`src/rtl/mmio_csr_bank.sv`:
```
// CCI-P MMIO slave: DFH/AFU-ID/STATUS CSRs, NUM_REGS user registers and an
// in-order, TID-tracked forwarding window to a variable-latency backend.
module mmio_csr_bank #(
    parameter logic [127:0] AFU_ID    = 128'h0,
    parameter int           NUM_REGS  = 4,
    parameter logic [15:0]  USER_BASE = 16'h0020,
    parameter logic [15:0]  BE_BASE   = 16'h0300,
    parameter int           BE_WORDS  = 64,
    parameter int           RD_DEPTH  = 4,
    localparam int          BE_AW     = $clog2(BE_WORDS)
) (
    input  logic                     clk,
    input  logic                     rst,
    input  logic                     mmio_wr_valid,
    input  logic                     mmio_rd_valid,
    input  logic [15:0]              mmio_addr,
    input  logic [8:0]               mmio_tid,
    input  logic [63:0]              mmio_wr_data,
    output logic                     rsp_valid,
    output logic [8:0]               rsp_tid,
    output logic [63:0]              rsp_data,
    output logic [64*NUM_REGS-1:0]   user_regs,
    output logic                     be_req_valid,
    output logic                     be_req_write,
    output logic [BE_AW-1:0]         be_addr,
    output logic [63:0]              be_wdata,
    input  logic                     be_rd_valid,
    input  logic [63:0]              be_rd_data,
    output logic                     be_rd_ready
);
    localparam int          PTR_W     = $clog2(RD_DEPTH);
    localparam logic [16:0] USER_SPAN = 17'(2 * NUM_REGS);
    localparam logic [16:0] BE_SPAN   = 17'(2 * BE_WORDS);
    localparam logic [63:0] DFH       = {4'b0001, 8'b0, 4'b0, 7'b0, 1'b1, 24'b0, 4'b0, 12'b0};

    function automatic logic [31:0] sat_add(input logic [31:0] a, input logic [1:0] inc);
        logic [32:0] sum;
        sum = {1'b0, a} + 33'(inc);
        return sum[32] ? 32'hFFFF_FFFF : sum[31:0];
    endfunction

    logic [63:0]      regs [NUM_REGS];
    logic [8:0]       fifo_mem [RD_DEPTH];
    logic [PTR_W-1:0] rd_ptr, wr_ptr;
    logic [PTR_W:0]   fifo_cnt;
    logic             hold_valid;
    logic [8:0]       hold_tid;
    logic [63:0]      hold_data;
    logic [31:0]      err_cnt;
    logic [7:0]       pending_cnt;

    logic [15:0] user_off, be_off;
    logic [4:0]  user_idx;
    logic        in_user, in_be;
    logic        fifo_full, be_rd_go, be_wr_go, loc_rd, full_err, be_acc, pop, stale;
    logic [63:0] loc_data;

    // Request decode (p0)
    assign user_off  = mmio_addr - USER_BASE;
    assign be_off    = mmio_addr - BE_BASE;
    assign user_idx  = user_off[5:1];
    assign in_user   = !mmio_addr[0] && (mmio_addr >= USER_BASE) && ({1'b0, user_off} < USER_SPAN);
    assign in_be     = !mmio_addr[0] && (mmio_addr >= BE_BASE) && ({1'b0, be_off} < BE_SPAN);

    assign fifo_full = (fifo_cnt == (PTR_W+1)'(RD_DEPTH));
    assign be_wr_go  = mmio_wr_valid && in_be;
    // A backend read colliding with a backend write, or hitting a full FIFO, is answered locally.
    assign be_rd_go  = mmio_rd_valid && in_be && !mmio_wr_valid && !fifo_full;
    assign full_err  = mmio_rd_valid && in_be && !mmio_wr_valid && fifo_full;
    assign loc_rd    = mmio_rd_valid && !be_rd_go;

    assign be_rd_ready = !hold_valid;
    assign be_acc      = be_rd_valid && be_rd_ready;
    assign pop         = be_acc && (fifo_cnt != '0);
    assign stale       = be_acc && (fifo_cnt == '0);
    assign pending_cnt = 8'(fifo_cnt) + 8'(hold_valid);

    always_comb begin
        loc_data = '0;
        case (mmio_addr)
            16'h0000: loc_data = DFH;
            16'h0002: loc_data = AFU_ID[63:0];
            16'h0004: loc_data = AFU_ID[127:64];
            16'h000A: loc_data = {err_cnt, 24'b0, pending_cnt};
            default:  loc_data = '0;
        endcase
        for (int i = 0; i < NUM_REGS; i++) begin
            if (in_user && (user_idx == 5'(i))) loc_data = regs[i];
        end
        if (in_be) loc_data = '1;
    end

    for (genvar g = 0; g < NUM_REGS; g++) begin : g_flat
        assign user_regs[64*g +: 64] = regs[g];
    end

    // Registered outputs and state (p1)
    always_ff @(posedge clk) begin
        if (rst) begin
            rsp_valid    <= 1'b0;
            rsp_tid      <= '0;
            rsp_data     <= '0;
            be_req_valid <= 1'b0;
            be_req_write <= 1'b0;
            be_addr      <= '0;
            be_wdata     <= '0;
            rd_ptr       <= '0;
            wr_ptr       <= '0;
            fifo_cnt     <= '0;
            hold_valid   <= 1'b0;
            hold_tid     <= '0;
            hold_data    <= '0;
            err_cnt      <= '0;
            for (int i = 0; i < NUM_REGS; i++) regs[i] <= '0;
        end else begin
            for (int i = 0; i < NUM_REGS; i++) begin
                if (mmio_wr_valid && in_user && (user_idx == 5'(i))) regs[i] <= mmio_wr_data;
            end

            be_req_valid <= be_rd_go || be_wr_go;
            be_req_write <= be_wr_go;
            be_addr      <= be_off[BE_AW:1];
            be_wdata     <= mmio_wr_data;

            if (be_rd_go) begin
                fifo_mem[wr_ptr] <= mmio_tid;
                wr_ptr           <= wr_ptr + PTR_W'(1);
            end
            if (pop) rd_ptr <= rd_ptr + PTR_W'(1);
            fifo_cnt <= fifo_cnt + (PTR_W+1)'(be_rd_go) - (PTR_W+1)'(pop);
            err_cnt  <= sat_add(err_cnt, {1'b0, full_err} + {1'b0, stale});

            // Local responses win; a backend return that loses is parked in the hold slot.
            if (loc_rd) begin
                rsp_valid <= 1'b1;
                rsp_tid   <= mmio_tid;
                rsp_data  <= loc_data;
                if (pop) begin
                    hold_valid <= 1'b1;
                    hold_tid   <= fifo_mem[rd_ptr];
                    hold_data  <= be_rd_data;
                end
            end else if (hold_valid) begin
                rsp_valid  <= 1'b1;
                rsp_tid    <= hold_tid;
                rsp_data   <= hold_data;
                hold_valid <= 1'b0;
            end else if (pop) begin
                rsp_valid <= 1'b1;
                rsp_tid   <= fifo_mem[rd_ptr];
                rsp_data  <= be_rd_data;
            end else begin
                rsp_valid <= 1'b0;
            end
        end
    end
endmodule

```
`config.mk`:
```
export PLATFORM = sky130hd
export DESIGN_NAME = mmio_csr_bank
export DESIGN_NICKNAME = d
export VERILOG_FILES = /design/src/rtl/mmio_csr_bank.sv
export SDC_FILE = /design/constraint.sdc
export NUM_CORES = 1
export LEC_CHECK = 0
export CAP_MARGIN = 5
export CORE_ASPECT_RATIO = 0.75
export CORE_UTILIZATION = 30
export CTS_CLUSTER_SIZE = 16
export DETAILED_ROUTE_END_ITERATION = 10
export GPL_ROUTABILITY_DRIVEN = 0
export HOLD_SLACK_MARGIN = 0.06
export PLACE_DENSITY = 0.59
export SETUP_SLACK_MARGIN = 0.3
export SYNTH_ARGS = -nofsm -noshare
export SYNTH_HDL_FRONTEND = slang
export SYNTH_SLANG_ARGS = --single-unit
```
`constraint.sdc`:
```
create_clock -name clk -period 5.1 [get_ports clk]
set_clock_uncertainty 0.05 [all_clocks]
set_input_delay 0.765 -clock clk [delete_from_list [all_inputs] [get_ports clk]]
set_output_delay 0.765 -clock clk [all_outputs]
set_load 0.005 [all_outputs]
```
==> impl_metrics.sql <==
INSERT INTO impl_metrics (metric_group, metric, value, unit) VALUES
('timing', 'post-route-period-util', '83.4', '%'),
('worst_setup_path', 'worst_reg_to_reg_setup_slack', '1.38', 'ns'),
('worst_setup_path', 'crit_fanout', '6', ''),
('synthesis', 'synth_flop_cell', 'sky130_fd_sc_hd__edfxtp_1', ''),
('worst_setup_path', 'critical_path_required', '5.61', 'ns'),
('synthesis', 'asyncSetResetFlopFracSynth', '0', '%'),
('timing', 'grt_setup_unrepaired', 'no', ''),
('detailed_routing', 'route.antenna.remaining_nets', '0', ''),
('detailed_routing', 'drt_first_pass_iters', '8', ''),
('detailed_routing', 'met1_length', '39500', 'um'),
('synthesis', 'seq_area_frac_synth', '59.0', '%'),
('timing', 'timing.fmax', '235', 'MHz'),
('synthesis', 'synthesis.area', '23700', 'um^2'),
('timing', 'fin_crit', '4.25', 'ns'),
('grt', 'gr-usage-all-layers', '23.2', '%'),
('worst_setup_path', 'critPathBufInv', '2', ''),
('worst_setup_path', 'worst-setup-path-type', 'input port to flip-flop', ''),
('worst_setup_path', 'critPathArrivalTime', '4.76', 'ns'),
('run_status', 'status', 'finished, final reports clean', ''),
('clock_tree', 'clkSlewWorstSetupHoldPaths', '0.06', 'ns'),
('placed_design', 'postPlaceCellArea', '30400', 'um^2'),
('finish', 'final_cell_area', '32300', 'um^2'),
('timing', 'setup_viol', '0', ''),
('worst_setup_path', 'critPathTopFamily', 'simple AND/OR/NAND/NOR gates', ''),
('worst_setup_path', 'crit_path_end_kind', 'flip-flop', ''),
('detailed_routing', 'finalWirelength', '96000', 'um'),
('synthesis', 'yosys.area_share.adder', '0.749', '%'),
('synthesis', 'synth.net_count', '2384', ''),
('synthesis', 'synth_simple_gate_area_share', '15.7', '%'),
('worst_setup_path', 'crit_path_cell_trace', 'clkdlybuf4s50_1 > or4_1 > nor4_1 > nand3_1 > fa_1 > inv_1 > ha_1 > nand3_1 > or4_1 > and4_1 > a311oi_1', ''),
('detailed_routing', 'via_per_inst', '5.26', ''),
('worst_setup_path', 'r2r_cells', '9', ''),
('floorplanning', 'die_width', '327', 'um'),
('grt', 'grt_start_max_net_pins', '103', ''),
('synthesis', 'library_cells_used_by_synthesis', '58', ''),
('detailed_routing', 'met3_length', '8900', 'um'),
('timing', 'worst_pin_slew', '1.30', 'ns'),
('finish', 'number_of_standard_cells_in_the_layout_taps_in_and_fillers_out', '3789', ''),
('job', 'maxCapViolations', '0', ''),
('timing', 'setup_tns', '0', 'ns'),
('placed_design', 'place.port_buffers', '560', ''),
('floorplanning', 'die_h', '245', 'um'),
('timing', 'max_slew_margin', '13.4', '%'),
('clock_tree', 'post-cts-setup-buffer-count', '0', ''),
('timing', 'final-hold-violation-count', '0', ''),
('timing', 'drv_slew', '0', ''),
('clock_tree', 'cts_resized', '0', ''),
('grt', 'gr-total-overflow', '0', ''),
('placed_design', 'placed_cells_incl_taps', '3672', ''),
('worst_setup_path', 'slowest_stage', 'sky130_fd_sc_hd__or4_1', ''),
('placed_design', 'detailed_place_hpwl', '63200', 'um'),
('detailed_routing', 'drt-wirelength-per-cell', '25.3', 'um'),
('clock_tree', 'clock_tree.root_cell', 'sky130_fd_sc_hd__clkbuf_16', ''),
('grt', 'number_of_global_route_vias_before_repair', '19800', ''),
('clock_tree', 'tritoncts', 'done', ''),
('clock_tree', 'h-tree-depth', '2', ''),
('pwr', 'worst_vdd_rail_ir_drop', '0.299', 'mV'),
('worst_setup_path', 'setup.worst_path.start_class', 'input port', ''),
('min_path', 'min-delay-path-class', 'flip-flop to flip-flop', ''),
('worst_setup_path', 'critPathMaxStageDelay', '0.73', 'ns'),
('synthesis', 'synthMuxAreaShare', '5.77', '%'),
('clock_tree', 'cts.path.max_buffers', '3', ''),
('finish', 'areaGrowthSynthToFinish', '36.3', '%'),
('pwr', 'power_leakage', '11.1', 'nW'),
('synthesis', 'post_synth.cell_area_avg', '10.7', 'um^2'),
('finish', 'fillers', '7407', ''),
('clock_tree', 'hold_buffers', '0', ''),
('floorplanning', 'die_area', '80200', 'um^2'),
('detailed_routing', 'initial_drc_count', '1942', ''),
('detailed_routing', 'vias', '19900', ''),
('clock_tree', 'insertion_delay', '0.65', 'ns');
[kinds of logic (layout without fill, tap and decap cells)]
group	Yosys count	count (layout)
other cells	0	7
mux	87	87
fa+ha+maj	13	13
simple gates	820	820
flops	553	553
buf+inv	286	820
xor+xnor	24	24
compound gates	430	430
[metrics by stage]
| stage | power, mW | hold slack, ns | worst slack, ns | util, % |
|---|---|---|---|---|
| 2_1_floorplan | 6.10 | 0.383 | 0.499 | - |
| 3_3_place_gp | 7.12 | 0.385 | 0.291 | 39.2 |
| 3_5_place_dp | 7.17 | 0.396 | 0.230 | 39.2 |
| 4_1_cts | 11.4 | 0.405 | 0.918 | 41.7 |
| 5_1_grt | 11.8 | 0.421 | 0.638 | 41.7 |
| 6_report | 11.3 | 0.402 | 0.845 | 41.7 |
[area by class of cell]
| class | count | area share, % |
|---|---|---|
| flip-flops and latches | 553 | 43.3 |
| multi-input cells | 1374 | 26.9 |
| clock inverters | 32 | 0.980 |
| inverters | 110 | 1.29 |
| diodes | 7 | 0.0542 |
| clock buffers | 78 | 4.82 |
| repair buffers | 600 | 18.6 |
| well taps | 1035 | 4.01 |
[registers in the layout, indices dropped and copies added, names as in the netlist, named ones only]
signal	count
be_wdata	64
hold_valid	1
rsp_valid	1
rsp_data	64
be_req_write	1
fifo_mem	36
fifo_cnt	3
rd_ptr	2
hold_data	64
regs	256
be_addr	6
hold_tid	9
be_req_valid	1
err_cnt	32
rsp_tid	9
wr_ptr	2
[path summary, 6_finish.rpt]
kind,from,to
min reg2reg,hold_data[3],hold_data[3]
max,mmio_addr[14],err_cnt[27]
max reg2reg,hold_valid,err_cnt[27]
min,hold_data[3],hold_data[3]
[cell usage after synthesis, types with 3 or more instances]
| master | number | share of area (%) |
|---|---|---|
| sky130_fd_sc_hd__nand2_1 | 299 | 4.7 |
| sky130_fd_sc_hd__edfxtp_1 | 292 | 37 |
| sky130_fd_sc_hd__nor2_1 | 285 | 4.5 |
| sky130_fd_sc_hd__dfxtp_1 | 261 | 22 |
| sky130_fd_sc_hd__a21oi_1 | 154 | 3.3 |
| sky130_fd_sc_hd__clkbuf_1 | 121 | 1.9 |
| sky130_fd_sc_hd__inv_1 | 109 | 1.7 |
| sky130_fd_sc_hd__nand3_1 | 52 | 1.1 |
| sky130_fd_sc_hd__nor3_1 | 45 | 0.95 |
| sky130_fd_sc_hd__nor2b_1 | 44 | 1.2 |
| sky130_fd_sc_hd__o21ai_0 | 40 | 0.84 |
| sky130_fd_sc_hd__a31oi_1 | 38 | 1.0 |
| sky130_fd_sc_hd__a2111oi_0 | 37 | 1.4 |
| sky130_fd_sc_hd__mux4_2 | 37 | 3.5 |
| sky130_fd_sc_hd__a221o_1 | 35 | 1.5 |
| sky130_fd_sc_hd__a2bb2oi_1 | 35 | 1.3 |
| sky130_fd_sc_hd__a31o_2 | 35 | 1.3 |
| sky130_fd_sc_hd__o221a_2 | 35 | 1.7 |
| sky130_fd_sc_hd__nor2_4 | 29 | 1.4 |
| sky130_fd_sc_hd__mux2_2 | 28 | 1.3 |
| sky130_fd_sc_hd__buf_2 | 25 | 0.53 |
| sky130_fd_sc_hd__buf_1 | 24 | 0.38 |
| sky130_fd_sc_hd__mux2i_1 | 22 | 0.93 |
| sky130_fd_sc_hd__xnor2_1 | 21 | 0.78 |
| sky130_fd_sc_hd__ha_1 | 11 | 0.58 |
| sky130_fd_sc_hd__nor2_2 | 10 | 0.26 |
| sky130_fd_sc_hd__nor4_1 | 10 | 0.26 |
| sky130_fd_sc_hd__nand4_1 | 8 | 0.21 |
| sky130_fd_sc_hd__and2_1 | 7 | 0.18 |
| sky130_fd_sc_hd__and3_1 | 7 | 0.18 |
| sky130_fd_sc_hd__o211a_1 | 5 | 0.21 |
| sky130_fd_sc_hd__or3_1 | 5 | 0.13 |
| sky130_fd_sc_hd__and4_1 | 4 | 0.15 |
| sky130_fd_sc_hd__buf_6 | 4 | 0.19 |
| sky130_fd_sc_hd__a211oi_1 | 3 | 0.095 |
| sky130_fd_sc_hd__o22ai_1 | 3 | 0.079 |
| sky130_fd_sc_hd__or4_1 | 3 | 0.095 |
| sky130_fd_sc_hd__xor2_1 | 3 | 0.11 |
[power by group]
group	leakage (nW)	internal [mW]	switching [mW]
registers	4.90	4.98	0.228
logic	5.31	0.863	0.992
clock network	0.910	2.36	1.91
total	11.1	8.21	3.13
[worst min-delay path: stages, from the launching register on]
cell and delay (ns):
sky130_fd_sc_hd__dfxtp_1 0.31, sky130_fd_sc_hd__nand2_1 0.05, sky130_fd_sc_hd__a21oi_1 0.05
[layer usage]
| layer | vias up | track usage (%) |
|---|---|---|
| met1 | 9918 | 29.9 |
| met5 | - | 0 |
| li1 | 8869 | - |
| met3 | 176 | 6.19 |
| met2 | 965 | 38.2 |
| met4 | 10 | 6.39 |
[cells in the final DEF, fill, tap and decap left out, drive strengths merged, types with 44 or more instances in the layout]
cell type / instances
inv: 115
nand2: 299
nor3: 45
a21oi: 154
clkdlybuf4s50: 557
nor2b: 44
nor2: 324
edfxtp: 292
dfxtp: 261
nand3: 52
clkbuf: 78
Note: power is estimated with default switching activity, not from simulation.
